==> config.mk <==
export PLATFORM = sky130hd
export DESIGN_NAME = ahb2apb_bridge
export DESIGN_NICKNAME = d
export VERILOG_FILES = /design/src/rtl/ahb2apb_bridge.sv
export SDC_FILE = /design/constraint.sdc
export NUM_CORES = 1
export LEC_CHECK = 0
export ABC_AREA = 0
export BUFFER_PORTS_ARGS = -buffer_cell sky130_fd_sc_hd__buf_2
export CORE_MARGIN = 8
export CORE_UTILIZATION = 53
export CTS_BUF_LIST = sky130_fd_sc_hd__clkbuf_2
export CTS_CLUSTER_DIAMETER = 150
export CTS_CLUSTER_SIZE = 8
export DETAILED_ROUTE_END_ITERATION = 12
export PLACE_DENSITY = 0.8
export SLEW_MARGIN = 5
export SYNTH_ARGS = -nofsm -noshare
export SYNTH_HDL_FRONTEND = slang
export SYNTH_SLANG_ARGS = --single-unit
==> constraint.sdc <==
create_clock -name clock -period 17.53 [get_ports clock]
set_clock_uncertainty 0.1 [all_clocks]
set_input_delay 2.6295 -clock clock [delete_from_list [all_inputs] [get_ports clock]]
set_output_delay 2.6295 -clock clock [all_outputs]
set_load 0.03 [all_outputs]
==> src/rtl/ahb2apb_bridge.sv <==
// AHB-Lite slave to APB master bridge: samples AHB NONSEQ/SEQ transfers and
// replays them as registered APB setup/enable pairs on one of three selects.
module ahb2apb_bridge (
    input  logic        clock,
    input  logic        Hresetn,
    input  logic        Hwrite,
    input  logic        Hreadyin,
    input  logic [1:0]  Htrans,
    input  logic [2:0]  Hsize,
    input  logic [2:0]  Hburst,
    input  logic [31:0] Haddr,
    input  logic [31:0] Hwdata,
    input  logic [31:0] Prdata,
    output logic        Hreadyout,
    output logic [1:0]  Hresp,
    output logic [31:0] Hrdata,
    output logic [31:0] Paddr,
    output logic [31:0] Pwdata,
    output logic        Pwrite,
    output logic        Penable,
    output logic [3:0]  Pselx
);

    typedef enum logic [2:0] {
        ST_IDLE, ST_WWAIT, ST_READ, ST_WRITE,
        ST_WRITEP, ST_RENABLE, ST_WENABLE, ST_WENABLEP
    } state_e;

    function automatic logic [3:0] decode(input logic [31:0] addr);
        case (addr[31:26])
            6'b100000: decode = 4'b0001;
            6'b100001: decode = 4'b0010;
            6'b100010: decode = 4'b0100;
            default:   decode = 4'b0000;
        endcase
    endfunction

    state_e      state_q, state_d;
    logic [31:0] haddr1_q, haddr2_q, hwdata1_q, hwdata2_q;
    logic        hwrite_q;
    logic [31:0] paddr_q, paddr_d, pwdata_q, pwdata_d;
    logic        pwrite_q, pwrite_d, penable_q, penable_d, hreadyout_q, hreadyout_d;
    logic [3:0]  pselx_q, pselx_d;
    logic        valid;
    logic        unused_inputs;

    assign valid         = Hreadyin & Htrans[1] & (decode(Haddr) != 4'b0000);
    assign unused_inputs = ^{Hsize, Hburst, hwdata2_q};

    // Address/data history so a write's data phase can be paired with its address.
    always_ff @(posedge clock or posedge Hresetn) begin
        if (Hresetn) begin
            haddr1_q  <= '0;
            haddr2_q  <= '0;
            hwdata1_q <= '0;
            hwdata2_q <= '0;
            hwrite_q  <= 1'b0;
        end else if (Hreadyin) begin
            haddr1_q  <= Haddr;
            haddr2_q  <= haddr1_q;
            hwdata1_q <= Hwdata;
            hwdata2_q <= hwdata1_q;
            hwrite_q  <= Hwrite;
        end
    end

    always_comb begin
        // NOTE: every signal gets a hold default first so no path infers a latch.
        state_d     = state_q;
        paddr_d     = paddr_q;
        pwdata_d    = pwdata_q;
        pwrite_d    = pwrite_q;
        penable_d   = penable_q;
        pselx_d     = pselx_q;
        hreadyout_d = hreadyout_q;

        case (state_q)
            ST_IDLE, ST_RENABLE, ST_WENABLE: begin
                if (valid && Hwrite)  state_d = ST_WWAIT;
                else if (valid)       state_d = ST_READ;
                else                  state_d = ST_IDLE;
            end
            ST_WWAIT:    state_d = valid ? ST_WRITEP : ST_WRITE;
            ST_READ:     state_d = ST_RENABLE;
            ST_WRITE:    state_d = valid ? ST_WENABLEP : ST_WENABLE;
            ST_WRITEP:   state_d = ST_WENABLEP;
            ST_WENABLEP: begin
                if (!hwrite_q)        state_d = ST_READ;
                else if (valid)       state_d = ST_WRITEP;
                else                  state_d = ST_WRITE;
            end
            default:     state_d = ST_IDLE;
        endcase

        // Outputs are a function of the state being entered.
        case (state_d)
            ST_READ: begin
                paddr_d     = Haddr;
                pselx_d     = decode(Haddr);
                pwrite_d    = 1'b0;
                penable_d   = 1'b0;
                hreadyout_d = 1'b0;
            end
            ST_WRITE, ST_WRITEP: begin
                paddr_d     = haddr1_q;
                pwdata_d    = Hwdata;
                pselx_d     = decode(haddr1_q);
                pwrite_d    = 1'b1;
                penable_d   = 1'b0;
                hreadyout_d = 1'b0;
            end
            ST_RENABLE, ST_WENABLE, ST_WENABLEP: begin
                penable_d   = 1'b1;
                hreadyout_d = 1'b1;
                if (state_q == ST_WRITEP) begin
                    paddr_d  = haddr2_q;
                    pwdata_d = hwdata1_q;
                end
            end
            ST_IDLE, ST_WWAIT: begin
                pselx_d     = 4'b0000;
                penable_d   = 1'b0;
                hreadyout_d = 1'b1;
            end
            default: ;
        endcase
    end

    // NOTE: sequential state uses non-blocking assignments only.
    always_ff @(posedge clock or posedge Hresetn) begin
        if (Hresetn) begin
            state_q     <= ST_IDLE;
            paddr_q     <= '0;
            pwdata_q    <= '0;
            pwrite_q    <= 1'b0;
            penable_q   <= 1'b0;
            pselx_q     <= 4'b0000;
            hreadyout_q <= 1'b1;
        end else begin
            state_q     <= state_d;
            paddr_q     <= paddr_d;
            pwdata_q    <= pwdata_d;
            pwrite_q    <= pwrite_d;
            penable_q   <= penable_d;
            pselx_q     <= pselx_d;
            hreadyout_q <= hreadyout_d;
        end
    end

    assign Paddr     = paddr_q;
    assign Pwdata    = pwdata_q;
    assign Pwrite    = pwrite_q;
    assign Penable   = penable_q;
    assign Pselx     = pselx_q;
    assign Hreadyout = hreadyout_q;
    assign Hresp     = 2'b00;
    assign Hrdata    = Prdata;

endmodule

==> run_results.csv, run 1 <==
group,metric,value,unit
outcome,status,"complete, no violations",
hold_path,hold_path_class,"flop to flop",
routing,vias,5531,
setup_path,cp_max_fo,1,
synth,synth-main-ff-cell,"dfrtp_1",
sta,fmax,187,MHz
synth,ys_warn_count,0,
sta,finalSetupViolations,0,
grt,first_global_vias,5797,
synth,yosysTopAreaCellShare,53.8,%
grt,grt_antenna_before_repair,1,
pwr,finalPower,1.54,mW
synth,synth_area_leaders,"dfrtp_1 (54%), mux2_2 (16%), mux2i_1 (4.2%)",
finish,num_antenna_cells,0,
sta,finalCritPeriodShare,30.6,%
setup_path,worstPathArrival,2.63,ns
finish,drive_gt1_share,42.2,%
routing,wire_per_inst,19.7,um
routing,viasPerCell,5.97,
setup_path,worstPathRequired,14.80,ns
floorplan,core-area,14500,sq um
place,globalplace.congestion,0.861,
routing,wl,18200,um
sta,drv_slew,0,
sta,whs,0.403,ns
setup_path,critical_path_class,"input pin to output pin",
cts,path_clk_slew,0.21,ns
cts,post-cts-setup-buffer-count,0,
sta,rsz0062_at_grt,"false",
sta,slew_headroom,23.6,%
cts,post_cts_resized,0,
synth,ys_types,47,
setup_path,crit_path_end_kind,"output pin",
pwr,p_per_area,179,nW/um^2
place,hpwl,12200,um
grt,grt_pass1_wl,29600,um
floorplan,start_util,54.1,%
floorplan,pin_count,213,
floorplan,die_w,138,um
cts,cts-root-buf,"clkbuf_2",
sta,hold_violations,0,
grt,overflow,0,
routing,antenna_left,0,
routing,route.detailed.drc,0,
cts,clk_path_buf_depth,2,
floorplan,die_h,138,um
synth,synth-seq-cells,170,
cts,h-tree-depth,4,
synth,synthCells,650,
sta,tightest_slew,1.14,ns
synth,synth_edf_count,0,
floorplan,die_area,19000,sq um
cts,cts_made_buffers,17,
routing,dr.first_iter.drc_count,381,
cts,insertion_delay,0.74,ns
cts,hold_buffers,0,
synth,synth.avg_cell_area,12.1,sq um
synth,synth_common_cells,"dfrtp_1 (169), mux2_2 (110), o21ai_0 (54), clkbuf_1 (40), nand2_1 (39)",
finish,area_growth,9.34,%
synth,synthArstFlopShare,100,%
pwr,p_leak,3.85,nW
routing,drt_first_pass_iters,5,
sta,tns,0,ns
synth,synth.cell_area,7870,sq um
synth,yosysSeqAreaShare,54.1,%
finish,fillers,1218,
synth,synth_most_common_cell,"dfrtp_1",
cts,cts_tree,"built",
floorplan,rows,44,
grt,grt_start_max_net_pins,112,
run,drv_cap,0,
pwr,vdd_drop_max,0.0986,mV
cts,cts.sinks,170,
place,port_buffers,138,
sta,period_minus_slack,5.36,ns
setup_path,critPathLaunchType,"input pin",
finish,fin_nets,838,
grt,grt_use_total,19.9,%
synth,synth_largest_area_cell,"dfrtp_1",
-- registers in the layout (all words and copies together), names as in the netlist, 3 cells and up --
signal	count
haddr1_q	32
state_q	3
hwdata1_q	32
Pselx	3
Paddr	32
Pwdata	32
haddr2_q	32
-- area by class of cell --
type | instances | area (sq um) | area share (%)
sequential | 170 | 4260 | 49.5
inverter | 6 | 27.5 | 0.320
clock inverter | 11 | 101 | 1.18
clock buffer | 20 | 100 | 1.16
timing repair buffer | 145 | 746 | 8.67
multi-input combinational | 390 | 3140 | 36.5
tap | 184 | 230 | 2.68
-- per-layer routing --
metal / vias to the layer above / track usage [%] / wire [um] / share of wire [%]
li1: 2510 / - / - / -
met2: 226 / 31.6 / 8830 / 48
met5: - / 0 / 8 / 0.044
met1: 2737 / 23.2 / 7120 / 39
met4: 2 / 9.13 / 444 / 2.4
met3: 56 / 7.95 / 1820 / 10
-- worst paths after layout --
check | start | endpoint | slack [ns] | cells after the start
worst max-delay path | Prdata[11] | Hrdata[11] | 12.17 | 0
worst min-delay path | Pwdata[27] | Pwdata[27] | 0.40 | 2
worst max register to register | state_q[0] | Paddr[8] | 14.04 | 4
worst min register to register | Pwdata[27] | Pwdata[27] | 0.40 | 2
max in group asynchronous | Hresetn | haddr2_q[24] | 13.98 | 3
min in group asynchronous | Hresetn | haddr1_q[21] | 1.96 | 2
-- logic make-up (layout without fill, tap and decap cells) --
family                 Yosys count  after routing  synth area share, %
flip-flops                     170            170                 54.1
AO/OA/AOI/OAI                  151            151                 13.5
AND/OR/NAND/NOR                 92             92                 5.85
other                            1              3               0.0477
XOR/XNOR                         1              1                0.111
buffers and inverters           92            182                 6.46
multiplexers                   143            143                 19.9
-- per-stage QoR --
stage | cells | setup slack, ns | instance area [sq um] | util (%)
2_1_floorplan | 652 | 10.20 | 7870 | -
3_3_place_gp | 895 | 12.17 | 8400 | 57.8
3_5_place_dp | 895 | 12.17 | 8400 | 57.8
4_1_cts | 926 | 12.17 | 8600 | 59.2
5_1_grt | 926 | 12.17 | 8600 | 59.2
6_report | 926 | 12.17 | 8600 | 59.2
-- placed cells by master, fill, tap and decap left out, types with 3 or more instances in the layout --
cell / Yosys / routed
dfrtp_1: 169 / 169
mux2i_1: 33 / 33
a2111oi_0: 17 / 17
clkbuf_2: 0 / 20
conb_1: 1 / 3
a31oi_1: 15 / 15
nand2_1: 39 / 39
nand2b_1: 6 / 6
a211o_1: 3 / 3
inv_1: 6 / 5
buf_2: 4 / 137
o22a_1: 10 / 10
buf_4: 36 / 8
o22ai_1: 7 / 7
o21ai_0: 54 / 54
mux2_2: 110 / 110
clkinv_4: 0 / 5
nor2b_1: 5 / 5
nor2_1: 11 / 10
and2_1: 3 / 3
a21oi_1: 15 / 15
nand3_1: 15 / 15
o221a_2: 17 / 17
-- power by group --
| group | total (mW) | internal (mW) | switching (mW) | leakage, nW |
|---|---|---|---|---|
| Combinational | 0.776 | 0.287 | 0.489 | 1.73 |
| Sequential | 0.582 | 0.506 | 0.0756 | 2.00 |
| Clock | 0.184 | 0.0519 | 0.133 | 0.125 |
| Total | 1.54 | 0.845 | 0.697 | 3.85 |
Note: power is estimated with default switching activity, not from simulation.
==> run 2: changes to the inputs <==
- CORE_UTILIZATION: 53 -> 49
- PLACE_DENSITY: 0.8 -> 0.78
- clock period: 17.53 -> 4.8 ns (I/O delays scaled with it)
==> run 2 against run 1 <==
  * Via count rose by 1.7%
  * Wire length rose by 3.8%
  * Sequential share of layout area fell by 1.4 points
  * Largest power group unchanged
  * Worst setup slack got worse by 11 ns
  * Highest routed layer unchanged
  * Flip-flop and latch count did not move
==> run_results.csv, run 2 (same netlist as run 1, synthesis figures left out) <==
group,metric,value,unit
pwr,p_per_area,650,nW/um^2
floorplan,rows,46,
grt,overflow,0,
sta,finalSetupViolations,0,
finish,num_antenna_cells,0,
routing,route.detailed.drc,0,
floorplan,start_util,49.9,%
pwr,p_leak,3.96,nW
finish,fillers,1362,
cts,insertion_delay,0.74,ns
sta,hold_violations,0,
routing,antenna_left,0,
setup_path,worstPathArrival,3.81,ns
grt,first_global_vias,5861,
pwr,clkPwrFrac,13.0,%
sta,rsz0062_at_grt,"false",
finish,area_growth,12.5,%
cts,clk_path_buf_depth,2,
finish,drive_gt1_share,42.0,%
floorplan,die_w,143,um
sta,slew_headroom,35.6,%
hold_path,hold_path_class,"input pin to flop",
cts,cts_made_buffers,17,
pwr,netSwitchingPower,2.58,mW
floorplan,core-area,15800,sq um
sta,period_minus_slack,3.23,ns
sta,fmax,309,MHz
routing,dr.first_iter.drc_count,477,
pwr,intPower,3.17,mW
outcome,status,"complete, no violations",
floorplan,die_h,143,um
cts,cts.sinks,170,
grt,grt_pass1_wl,30300,um
grt,grt_use_total,18.8,%
pwr,p_sw_share,44.9,%
place,hpwl,12800,um
sta,tightest_slew,0.963,ns
finish,multi_input_area,3140,sq um
routing,vias,5624,
pwr,pwr-share-seq,37.2,%
setup_path,critPathLaunchType,"flop",
cts,h-tree-depth,4,
run,drv_cap,0,
floorplan,pin_count,213,
sta,drv_slew,0,
place,globalplace.congestion,0.838,
routing,wl,18900,um
finish,layout_common_cells,"dfrtp_1 (169), buf_2 (137), mux2_2 (110)",
setup_path,cp_max_fo,30,
finish,register_area,4260,sq um
setup_path,crit_path_end_kind,"flop",
setup_path,critical_path_class,"flop to flop",
routing,wire_per_inst,19.3,um
cts,cts_tree,"built",
cts,path_clk_slew,0.26,ns
pwr,comb_power_share,49.7,%
place,port_buffers,138,
sta,tns,0,ns
routing,viasPerCell,5.75,
grt,grt_start_max_net_pins,65,
sta,finalCritPeriodShare,67.3,%
cts,post_cts_resized,0,
cts,post-cts-setup-buffer-count,0,
floorplan,die_area,20400,sq um
setup_path,worstPathRequired,5.38,ns
finish,mostFrequentLayoutCell,"dfrtp_1",
routing,drt_first_pass_iters,5,
pwr,finalPower,5.75,mW
cts,cts-root-buf,"clkbuf_2",
finish,fin_nets,857,
pwr,vdd_drop_max,0.331,mV
grt,grt_antenna_before_repair,1,
## run 2: final cells by class
type	count	area share (%)
clock buffer	19	1.07
clock inverter	13	1.58
timing repair buffer	164	10.4
sequential	170	48.1
tap	216	3.05
multi-input combinational	390	35.5
inverter	6	0.297
## run 2: power by group through the flow
stage / combinational, mW / sequential [mW] / clock [mW]
2_1_floorplan: 1.67 / 2.63 / 0
3_3_place_gp: 2.77 / 2.13 / 0
3_5_place_dp: 2.89 / 2.16 / 0
4_1_cts: 2.89 / 2.13 / 0.780
5_1_grt: 3.14 / 2.19 / 0.833
6_report: 2.86 / 2.14 / 0.750
## run 2: per-layer routing
metal / global-route usage, % / vias to the layer above / routed length [um]
met3: 8.45 / 26 / 1810
met5: 0 / - / 8
li1: - / 2552 / -
met2: 29.9 / 209 / 9080
met1: 22.1 / 2835 / 7660
met4: 6.71 / 2 / 342
## run 2: critical path, stage by stage (launching register included)
cell	delay [ns]
dfrtp_1	0.76
nor3b_2	0.44
buf_4	0.35
a211o_1	0.54
a21o_1	0.65
o221a_2	0.33
## run 2: path summary, 6_finish.rpt
kind / cells after the start / slack [ns] / start / endpoint
max reg2reg: 5 / 1.57 / state_q[1] / Paddr[6]
max in group asynchronous: 4 / 2.83 / Hresetn / hwdata1_q[1]
min: 2 / 0.09 / Hwdata[14] / hwdata1_q[14]
min in group asynchronous: 3 / 0.52 / Hresetn / Paddr[26]
max: 5 / 1.57 / state_q[1] / Paddr[6]
min reg2reg: 2 / 0.41 / Pwdata[19] / Pwdata[19]
## run 2: what timing repair did
| item | 4_1_cts | 5_1_grt |
|---|---|---|
| endpoints found under the setup margin | 0 | 0 |
| hold buffers | 1 | 13 |
| hold endpoints to repair | 31 | 13 |
## run 2: through the flow
step	instance area (sq um)	util (%)	std cells	hold slack [ns]	setup slack (ns)
after CTS	8720	55.3	965	0.0118	1.59
after detailed placement	8470	53.7	932	0.369	1.25
final	8850	56.1	978	0.0940	1.57
after floorplan	7880	-	652	0.374	1.81
after global routing	8850	56.1	978	0.00105	1.37
after global placement	8470	53.7	932	0.359	1.33
==> run 3: changes to the inputs <==
- CORE_UTILIZATION: 49 -> 53
- PLACE_DENSITY: 0.78 -> 0.8
- clock period: 4.8 -> 3.3 ns (I/O delays scaled with it)
==> run 3 against run 2 <==
  * The run now ends with DRC left
  * First-iteration DRC count decreased by 21%
  * Wire length up 5.3%
  * Critical path type is now input pin to flop
  * Cell count is 2.7% higher
  * Cell area increased by 6.5%
  * Critical path depth rose by 2
  * Clock-buffer cell count decreased by 2
  * Worst setup slack got worse by 1.4 ns
  * Flip-flop and latch count is the same
  * Non-clock buffer count rose by 57
  * Via count rose by 5.0%
  * Largest power group unchanged
  * Largest cell class unchanged
==> run_results.csv, run 3 (same netlist as run 1, synthesis figures left out) <==
group,metric,value,unit
cts,cts_made_buffers,17,
floorplan,start_util,54.1,%
pwr,clkPwrFrac,12.4,%
sta,setup_ws,0.126,ns
cts,cts_tree,"built",
routing,route.detailed.drc,1,
floorplan,die_h,138,um
place,post-place-ws,0.442,ns
pwr,pwr-share-seq,36.3,%
floorplan,rows,44,
setup_path,critical_path_class,"input pin to flop",
pwr,p_leak,4.21,nW
pwr,intPower,4.69,mW
grt,grt_antenna_before_repair,1,
setup_path,crit_path_end_kind,"flop",
sta,rsz0062_at_grt,"false",
setup_path,crit_buf_inv,3,
hold_path,hold_path_class,"input pin to flop",
pwr,netSwitchingPower,3.89,mW
sta,tightest_slew,0.886,ns
setup_path,rrSetupSlack,0.24,ns
grt,grt_use_total,21.7,%
finish,layout_common_cells,"dfrtp_1 (169), buf_2 (137), mux2_2 (110)",
pwr,p_per_area,910,nW/um^2
routing,dr.first_iter.drc_count,375,
cts,post-cts-setup-buffer-count,0,
cts,path_clk_slew,0.24,ns
pwr,comb_power_share,51.3,%
routing,wl,19900,um
cts,cts.sinks,170,
setup_path,worstPathArrival,3.74,ns
grt,grt_pass1_wl,32400,um
finish,fillers,1095,
outcome,violations,"DRC",
routing,vias,5903,
routing,viasPerCell,5.88,
routing,wire_per_inst,19.8,um
floorplan,core-area,14500,sq um
setup_path,max_stage_delay,0.59,ns
cts,insertion_delay,0.73,ns
setup_path,critPathLaunchType,"input pin",
finish,mostFrequentLayoutCell,"dfrtp_1",
sta,hold_violations,0,
floorplan,die_area,19000,sq um
place,port_buffers,138,
finish,drive_gt1_share,39.7,%
pwr,vdd_drop_max,0.493,mV
grt,first_global_vias,6397,
sta,period_minus_slack,3.17,ns
finish,fin_nets,914,
finish,area_growth,19.9,%
routing,drt_first_pass_iters,9,
sta,drv_slew,0,
pwr,p_sw_share,45.3,%
cts,h-tree-depth,4,
sta,finalCritPeriodShare,96.2,%
place,globalplace.congestion,0.838,
run,drv_cap,0,
setup_path,cp_cell_sequence,"dlygate4sd3_1 -> buf_2 -> or4b_4 -> or4_4 -> a21o_1 -> o31ai_1 -> dlygate4sd3_1",
routing,antenna_left,0,
setup_path,crit_family,"buffers and inverters",
place,hpwl,13000,um
sta,tns,0,ns
sta,fmax,315,MHz
setup_path,cp_max_fo,18,
outcome,status,"finished with violations",
setup_path,worstPathRequired,3.87,ns
grt,grt_start_max_net_pins,73,
cts,clk_path_buf_depth,2,
cts,cts-root-buf,"clkbuf_2",
setup_path,critPathSlowestCell,"dlygate4sd3_1",
sta,slew_headroom,40.9,%
floorplan,pin_count,213,
grt,overflow,0,
setup_path,cp_common_cell,"dlygate4sd3_1",
sta,finalSetupViolations,0,
floorplan,die_w,138,um
==> run 3: per-layer routing <==
metal	GRT usage [%]	up-vias	part of all wire (%)
met3	7.55	45	8.4
li1	-	2654	-
met4	8.24	0	1.9
met1	24.4	2977	38
met5	0	-	0
met2	37.0	227	51
==> run 3: metrics by stage <==
step | total power [mW] | hold slack (ns) | utilization [%] | cell area [sq um] | instances
finish | 8.58 | 0.239 | 64.9 | 9430 | 1004
floorplan | 6.25 | 0.374 | - | 7880 | 652
global placement | 7.28 | 0.358 | 58.7 | 8530 | 904
detailed placement | 7.48 | 0.365 | 58.7 | 8530 | 904
CTS | 8.59 | 0.168 | 64.9 | 9430 | 1003
global route | 9.13 | 0.164 | 64.9 | 9430 | 1004
==> run 3: layout make-up <==
class,count,area (sq um),share of cell area [%]
tap,184,230,2.44
sequential,170,4260,45.1
multi-input combinational,390,3140,33.3
clock buffer,17,85.1,0.902
clock inverter,15,144,1.53
timing repair buffer,221,1550,16.4
inverter,6,26.3,0.279
antenna,1,2.50,0.0265
==> run 3: timing repair <==
| action | CTS | global route |
|---|---|---|
| resized for setup | 0 | 0 |
| hold buffers | 67 | 0 |
| hold endpoints to repair | 149 | 0 |
==> run 3: power groups by stage <==
stage / Combinational, mW / Sequential [mW] / Clock (mW)
6_report: 4.40 / 3.12 / 1.06
5_1_grt: 4.74 / 3.20 / 1.19
4_1_cts: 4.39 / 3.11 / 1.09
3_5_place_dp: 4.33 / 3.15 / 0
3_3_place_gp: 4.18 / 3.10 / 0
2_1_floorplan: 2.43 / 3.82 / 0
==> run 3: final timing paths <==
path	start	to	cells after the start
worst min register to register	Pwdata[7]	Pwdata[7]	2
worst max-delay path	Haddr[29]	Pselx[1]	7
max in group asynchronous	Hresetn	haddr2_q[2]	4
worst max register to register	state_q[1]	Pselx[1]	5
min in group asynchronous	Hresetn	haddr1_q[22]	3
worst min-delay path	Htrans[1]	state_q[0]	4
==> run 3: worst register-to-register path, cell delays in order (launching register included) <==
cell	delay, ns
dfrtp_1	0.97
nor3b_2	0.22
a211o_1	0.34
a21o_1	0.45
o31ai_1	0.36
dlygate4sd3_1	0.59
